File: src/rtl/ahbl_pkg.sv
// rtl/ahbl_pkg.sv - shared AHB-lite codes and SRAM controller state encoding
package ahbl_pkg;

    typedef enum logic [1:0] {
        HTRANS_IDLE   = 2'b00,
        HTRANS_BUSY   = 2'b01,
        HTRANS_NONSEQ = 2'b10,
        HTRANS_SEQ    = 2'b11
    } htrans_e;

    typedef enum logic [2:0] {
        HSIZE_BYTE = 3'd0,
        HSIZE_HALF = 3'd1,
        HSIZE_WORD = 3'd2
    } hsize_e;

    typedef enum logic {
        HRESP_OKAY  = 1'b0,
        HRESP_ERROR = 1'b1
    } hresp_e;

    typedef enum logic [2:0] {
        ST_IDLE,
        ST_WR_DATA,
        ST_RD_DATA,
        ST_RD_STALL,
        ST_ERR1,
        ST_ERR2
    } ctrl_state_e;

    function automatic logic [3:0] bank_onehot(input logic [1:0] bank);
        bank_onehot = 4'b0001 << bank;
    endfunction

endpackage

File: src/rtl/ahbl_lane_dec.sv
// rtl/ahbl_lane_dec.sv - {HSIZE, HADDR[1:0]} to byte-lane mask with illegal-transfer flag
module ahbl_lane_dec
    import ahbl_pkg::*;
(
    input  logic [2:0] hsize,
    input  logic [1:0] addr_lo,
    output logic [3:0] lanes,
    output logic       illegal
);

    // Illegal transfers report an empty mask so nothing downstream can write.
    always_comb begin
        lanes   = 4'b0000;
        illegal = 1'b0;
        case (hsize)
            HSIZE_BYTE: lanes = 4'b0001 << addr_lo;
            HSIZE_HALF: begin
                if (addr_lo[0]) begin
                    illegal = 1'b1;
                end else begin
                    lanes = addr_lo[1] ? 4'b1100 : 4'b0011;
                end
            end
            HSIZE_WORD: begin
                if (addr_lo != 2'b00) begin
                    illegal = 1'b1;
                end else begin
                    lanes = 4'b1111;
                end
            end
            default: illegal = 1'b1;
        endcase
    end

endmodule

File: src/rtl/ahbl_sram_ctrl.sv
// rtl/ahbl_sram_ctrl.sv - AHB-lite slave serving a four-bank single-port synchronous SRAM
module ahbl_sram_ctrl
    import ahbl_pkg::*;
#(
    parameter int AW     = 15,
    parameter int RD_LAT = 1
) (
    input  logic          HCLK,
    input  logic          HRESETn,
    input  logic          HSEL,
    input  logic [31:0]   HADDR,
    input  logic [1:0]    HTRANS,
    input  logic          HWRITE,
    input  logic [2:0]    HSIZE,
    input  logic [31:0]   HWDATA,
    input  logic          HREADY,
    output logic          HREADYOUT,
    output logic          HRESP,
    output logic [31:0]   HRDATA,
    input  logic [31:0]   SRAMRDATA,
    output logic [3:0]    SRAMWEN,
    output logic [31:0]   SRAMWDATA,
    output logic          SRAMCS0,
    output logic          SRAMCS1,
    output logic          SRAMCS2,
    output logic          SRAMCS3,
    output logic [AW-1:0] SRAMADDR
);

    if (RD_LAT != 1) begin : g_rd_lat_check
        $error("ahbl_sram_ctrl: only RD_LAT=1 is supported");
    end

    ctrl_state_e   state;
    logic [AW-1:0] lat_addr;
    logic [1:0]    lat_bank;
    logic [3:0]    lat_lanes;
    logic          hreadyout_q;
    logic          hresp_q;

    logic [3:0]    dec_lanes;
    logic          dec_illegal;
    logic          accept;
    logic          rd_issue;
    logic [AW-1:0] haddr_word;
    logic [1:0]    haddr_bank;
    logic [3:0]    sram_cs;
    logic          unused_bits;

    ahbl_lane_dec u_lane_dec (
        .hsize   (HSIZE),
        .addr_lo (HADDR[1:0]),
        .lanes   (dec_lanes),
        .illegal (dec_illegal)
    );

    assign accept     = HSEL & HTRANS[1] & HREADY;
    assign haddr_word = HADDR[AW+1:2];
    assign haddr_bank = HADDR[AW+3:AW+2];

    // A legal read goes straight to the SRAM unless a write owns the port this cycle.
    assign rd_issue = accept & ~dec_illegal & ~HWRITE &
                      ((state == ST_IDLE) | (state == ST_RD_DATA) | (state == ST_ERR2));

    // Upper address bits belong to the system decoder; HTRANS[0] only separates NONSEQ/SEQ.
    assign unused_bits = &{1'b0, HADDR[31:AW+4], HTRANS[0]};

    always_ff @(posedge HCLK or negedge HRESETn) begin
        if (!HRESETn) begin
            state       <= ST_IDLE;
            lat_addr    <= '0;
            lat_bank    <= 2'b00;
            lat_lanes   <= 4'b0000;
            hreadyout_q <= 1'b1;
            hresp_q     <= HRESP_OKAY;
        end else begin
            case (state)
                ST_RD_STALL: begin
                    state       <= ST_RD_DATA;
                    hreadyout_q <= 1'b1;
                    hresp_q     <= HRESP_OKAY;
                end
                ST_ERR1: begin
                    state       <= ST_ERR2;
                    hreadyout_q <= 1'b1;
                    hresp_q     <= HRESP_ERROR;
                end
                default: begin
                    state       <= ST_IDLE;
                    hreadyout_q <= 1'b1;
                    hresp_q     <= HRESP_OKAY;
                    if (accept) begin
                        if (dec_illegal) begin
                            state       <= ST_ERR1;
                            hreadyout_q <= 1'b0;
                            hresp_q     <= HRESP_ERROR;
                        end else if (HWRITE) begin
                            state     <= ST_WR_DATA;
                            lat_addr  <= haddr_word;
                            lat_bank  <= haddr_bank;
                            lat_lanes <= dec_lanes;
                        end else if (state == ST_WR_DATA) begin
                            // Port is busy with the write: hold the read for one stall cycle.
                            state       <= ST_RD_STALL;
                            hreadyout_q <= 1'b0;
                            lat_addr    <= haddr_word;
                            lat_bank    <= haddr_bank;
                        end else begin
                            state <= ST_RD_DATA;
                        end
                    end
                end
            endcase
        end
    end

    always_comb begin
        sram_cs   = 4'b0000;
        SRAMWEN   = 4'b0000;
        SRAMADDR  = '0;
        SRAMWDATA = 32'h0000_0000;
        if (HRESETn) begin
            case (state)
                ST_WR_DATA: begin
                    sram_cs   = bank_onehot(lat_bank);
                    SRAMADDR  = lat_addr;
                    SRAMWEN   = lat_lanes;
                    SRAMWDATA = HWDATA;
                end
                ST_RD_STALL: begin
                    sram_cs  = bank_onehot(lat_bank);
                    SRAMADDR = lat_addr;
                end
                default: begin
                    if (rd_issue) begin
                        sram_cs  = bank_onehot(haddr_bank);
                        SRAMADDR = haddr_word;
                    end
                end
            endcase
        end
    end

    assign SRAMCS0   = sram_cs[0];
    assign SRAMCS1   = sram_cs[1];
    assign SRAMCS2   = sram_cs[2];
    assign SRAMCS3   = sram_cs[3];
    assign HREADYOUT = hreadyout_q;
    assign HRESP     = hresp_q;
    assign HRDATA    = (state == ST_RD_DATA) ? SRAMRDATA : 32'h0000_0000;

endmodule

File: config.mk
export PLATFORM = sky130hd
export DESIGN_NAME = ahbl_sram_ctrl
export DESIGN_NICKNAME = d
export VERILOG_FILES = /design/src/rtl/ahbl_pkg.sv /design/src/rtl/ahbl_lane_dec.sv /design/src/rtl/ahbl_sram_ctrl.sv
export SDC_FILE = /design/constraint.sdc
export NUM_CORES = 1
export LEC_CHECK = 0
export CAP_MARGIN = 20
export CORE_ASPECT_RATIO = 0.9
export CORE_MARGIN = 4
export CORE_UTILIZATION = 29
export CTS_CLUSTER_SIZE = 40
export DETAILED_ROUTE_END_ITERATION = 8
export PLACE_DENSITY = 0.81
export SETUP_SLACK_MARGIN = 0.4
export SKIP_CTS_REPAIR_TIMING = 1
export SYNTH_ARGS = -nofsm -noshare
export SYNTH_HDL_FRONTEND = slang
export SYNTH_SLANG_ARGS = --single-unit
File: constraint.sdc
create_clock -name HCLK -period 2 [get_ports HCLK]
set_input_delay 0.4 -clock HCLK [delete_from_list [all_inputs] [get_ports HCLK]]
set_output_delay 0.4 -clock HCLK [all_outputs]
set_load 0.1 [all_outputs]
==> metrics <==
I/O pin count 195; CP max FO 4; Layout area overhead 192%; ys async rst share 100%; Avg WL per Cell 22.2 um; first-pass GRT wire length 13,100 um; Final Hold Viols 0; DR vias/cell 4.88; area of the multi-input gates 1580 um2; FF+latch count, synth 25; DRT Pass-1 Iters 4; Clock Skews 0.00523 ns; Tot GR Track Use 21.3%; DRC viols 0; initial antenna violation count 0; VDD IR max 0.000760 V; 1st-iter DRT viols 80; leakage power 2.49 nW; r2r setup slk 0.05 ns; pre-CTS setup slack -0.656 ns; Clock Latency Late Sink 0.27 ns; ant diodes 0; Worst Setup Slack, final -0.415 ns; max cap viols 0; die height 84.7 um; fmax 414 MHz; CTS H-tree depth 1; Sink Count 25; Startpoint Class flop; Slew @ Worst Pin 0.411 ns; CP arrival 2.01 ns; Layout fillers 275; DRT Wirelength 10,800 um; area of placed instances 5110 um2; Total Power 0.00360 W; Clock transition at path regs 0.10 ns; post-synth top area share 31.7%; Max-slew headroom 72.6%; final worst path period need 2.41 ns; post-synthesis area per instance 9.77 um2; register area share after synthesis 33.1%; Synth area leaders dfrtp_1, and2_1, mux2_4; Root Buffer clkbuf_8; fin crit share 121%; warnings from Yosys 0; top cells by count, synth and2_1, dfrtp_1, a22o_1, mux2_2, mux2_4; port bufs 180; Setup-failing EPs final 87; crit end category output pin; Setup CP Type reg -> out; PD cells 649 nW/um2; vias in the first global route 2,268; worst hold path class in -> async; TritonCTS Buffers 3; post-synthesis cell count 194; Final #Nets 507; worst endpoint required time 1.60 ns; initial core utilization 30.5%; post-route antenna net violation count 0; count of pins over their slew limit 0; Final Wtd Congestion 0.840; TritonCTS clock tree done; count leader, synth and2_1; DP HPWL 7670 um; Synth area leader dfrtp_1; RSZ-0062 raised after global routing true; die area 7900 um2; num rows 27; largest net degree at the start of global routing 37; Final Cell Area 5540 um2; total number of vias 2,378; net count after synthesis 300; clk buf depth 2; Post-synth EDFFs 0; Mapped Area 1900 um2; Core Region 6220 um2; layout cells sized above 1 64.5%; status finished, violations left; failing checks setup timing; reg2reg path depth 6; Die X 93.2 um; Reg area 631 um2; ys flop type dfrtp_1; Congestion Overflow GR 0; post-synth cell types 45; Hold WS 0.364 ns
==> flip-flops by register name (all words and copies together) (netlist names) <==
name and count:
lat_bank 2, state 2, lat_lanes 4, HREADYOUT 1, HRESP 1, lat_addr 15
==> final timing paths <==
kind | start | endpoint
max in group asynchronous | HRESETn | HREADYOUT$_DFF_PN1_
min | HRESETn | HRESP$_DFF_PN0_
min in group HCLK | lat_lanes[2]$_DFFE_PN0P_ | lat_lanes[2]$_DFFE_PN0P_
max reg2reg | state[0]$_DFF_PN0_ | lat_addr[6]$_DFFE_PN0P_
max | HRESP$_DFF_PN0_ | SRAMCS0
min reg2reg | lat_lanes[2]$_DFFE_PN0P_ | lat_lanes[2]$_DFFE_PN0P_
==> critical path: stages (launching register included) <==
cell and delay [ns]:
dfrtp_4 0.46, or2b_1 0.26, mux2i_2 0.21, buf_4 0.17, nand3_4 0.10, o31ai_4 0.31
buf_12 0.21
==> where the power goes <==
group | internal [W] | leakage [nW] | total (W) | switching, W
registers | 0.000659 | 0.326 | 0.000807 | 0.000148
logic | 0.00110 | 2.14 | 0.00248 | 0.00137
clock network | 0.000140 | 0.0255 | 0.000315 | 0.000175
==> layout make-up <==
| type | count | share of cell area (%) |
|---|---|---|
| multi-input combinational | 152 | 28.6 |
| inverter | 3 | 0.203 |
| clock inverter | 1 | 0.0903 |
| sequential | 25 | 11.4 |
| clock buffer | 3 | 0.745 |
| timing repair buffer | 216 | 57.0 |
| tap | 87 | 1.96 |
==> metal layers <==
| metal | vias up | track usage (%) | part of all wire, % |
|---|---|---|---|
| li1 | 1083 | - | - |
| met1 | 1158 | 22.3 | 35 |
| met2 | 121 | 41.8 | 55 |
| met3 | 16 | 6.63 | 7.8 |
| met4 | 0 | 2.93 | 2.0 |
| met5 | - | 0 | 0 |
==> stage by stage <==
stage	TNS [ns]	utilization, %	instances
CTS	-27.31	83.0	474
global placement	-22.46	82.2	470
finish	-24.34	89.2	487
detailed placement	-26.12	82.2	470
global route	-27.82	89.2	487
floorplan	-7.55	-	194
==> layout by cell type, fill, tap and decap left out, types with 4 or more instances in the layout <==
master,Yosys,routed
and2_4,0,68
buf_6,3,4
dlymetal6s2s_1,0,10
a22o_4,0,15
clkbuf_16,0,6
dfrtp_1,24,23
a21oi_1,4,4
mux2_4,9,9
buf_4,1,21
clkdlybuf4s50_1,0,81
buf_12,1,92
mux2_2,12,12
==> cell families after synthesis <==
family | count (synthesis) | synth area share (%)
AOI/OAI and AO/OA | 29 | 12.0
buffers and inverters | 17 | 5.81
xor gates and xnor gates | 1 | 0.462
muxes | 22 | 14.8
DFF | 25 | 33.1
and+or+nand+nor | 100 | 33.9
(Power assumes the default switching activity.)
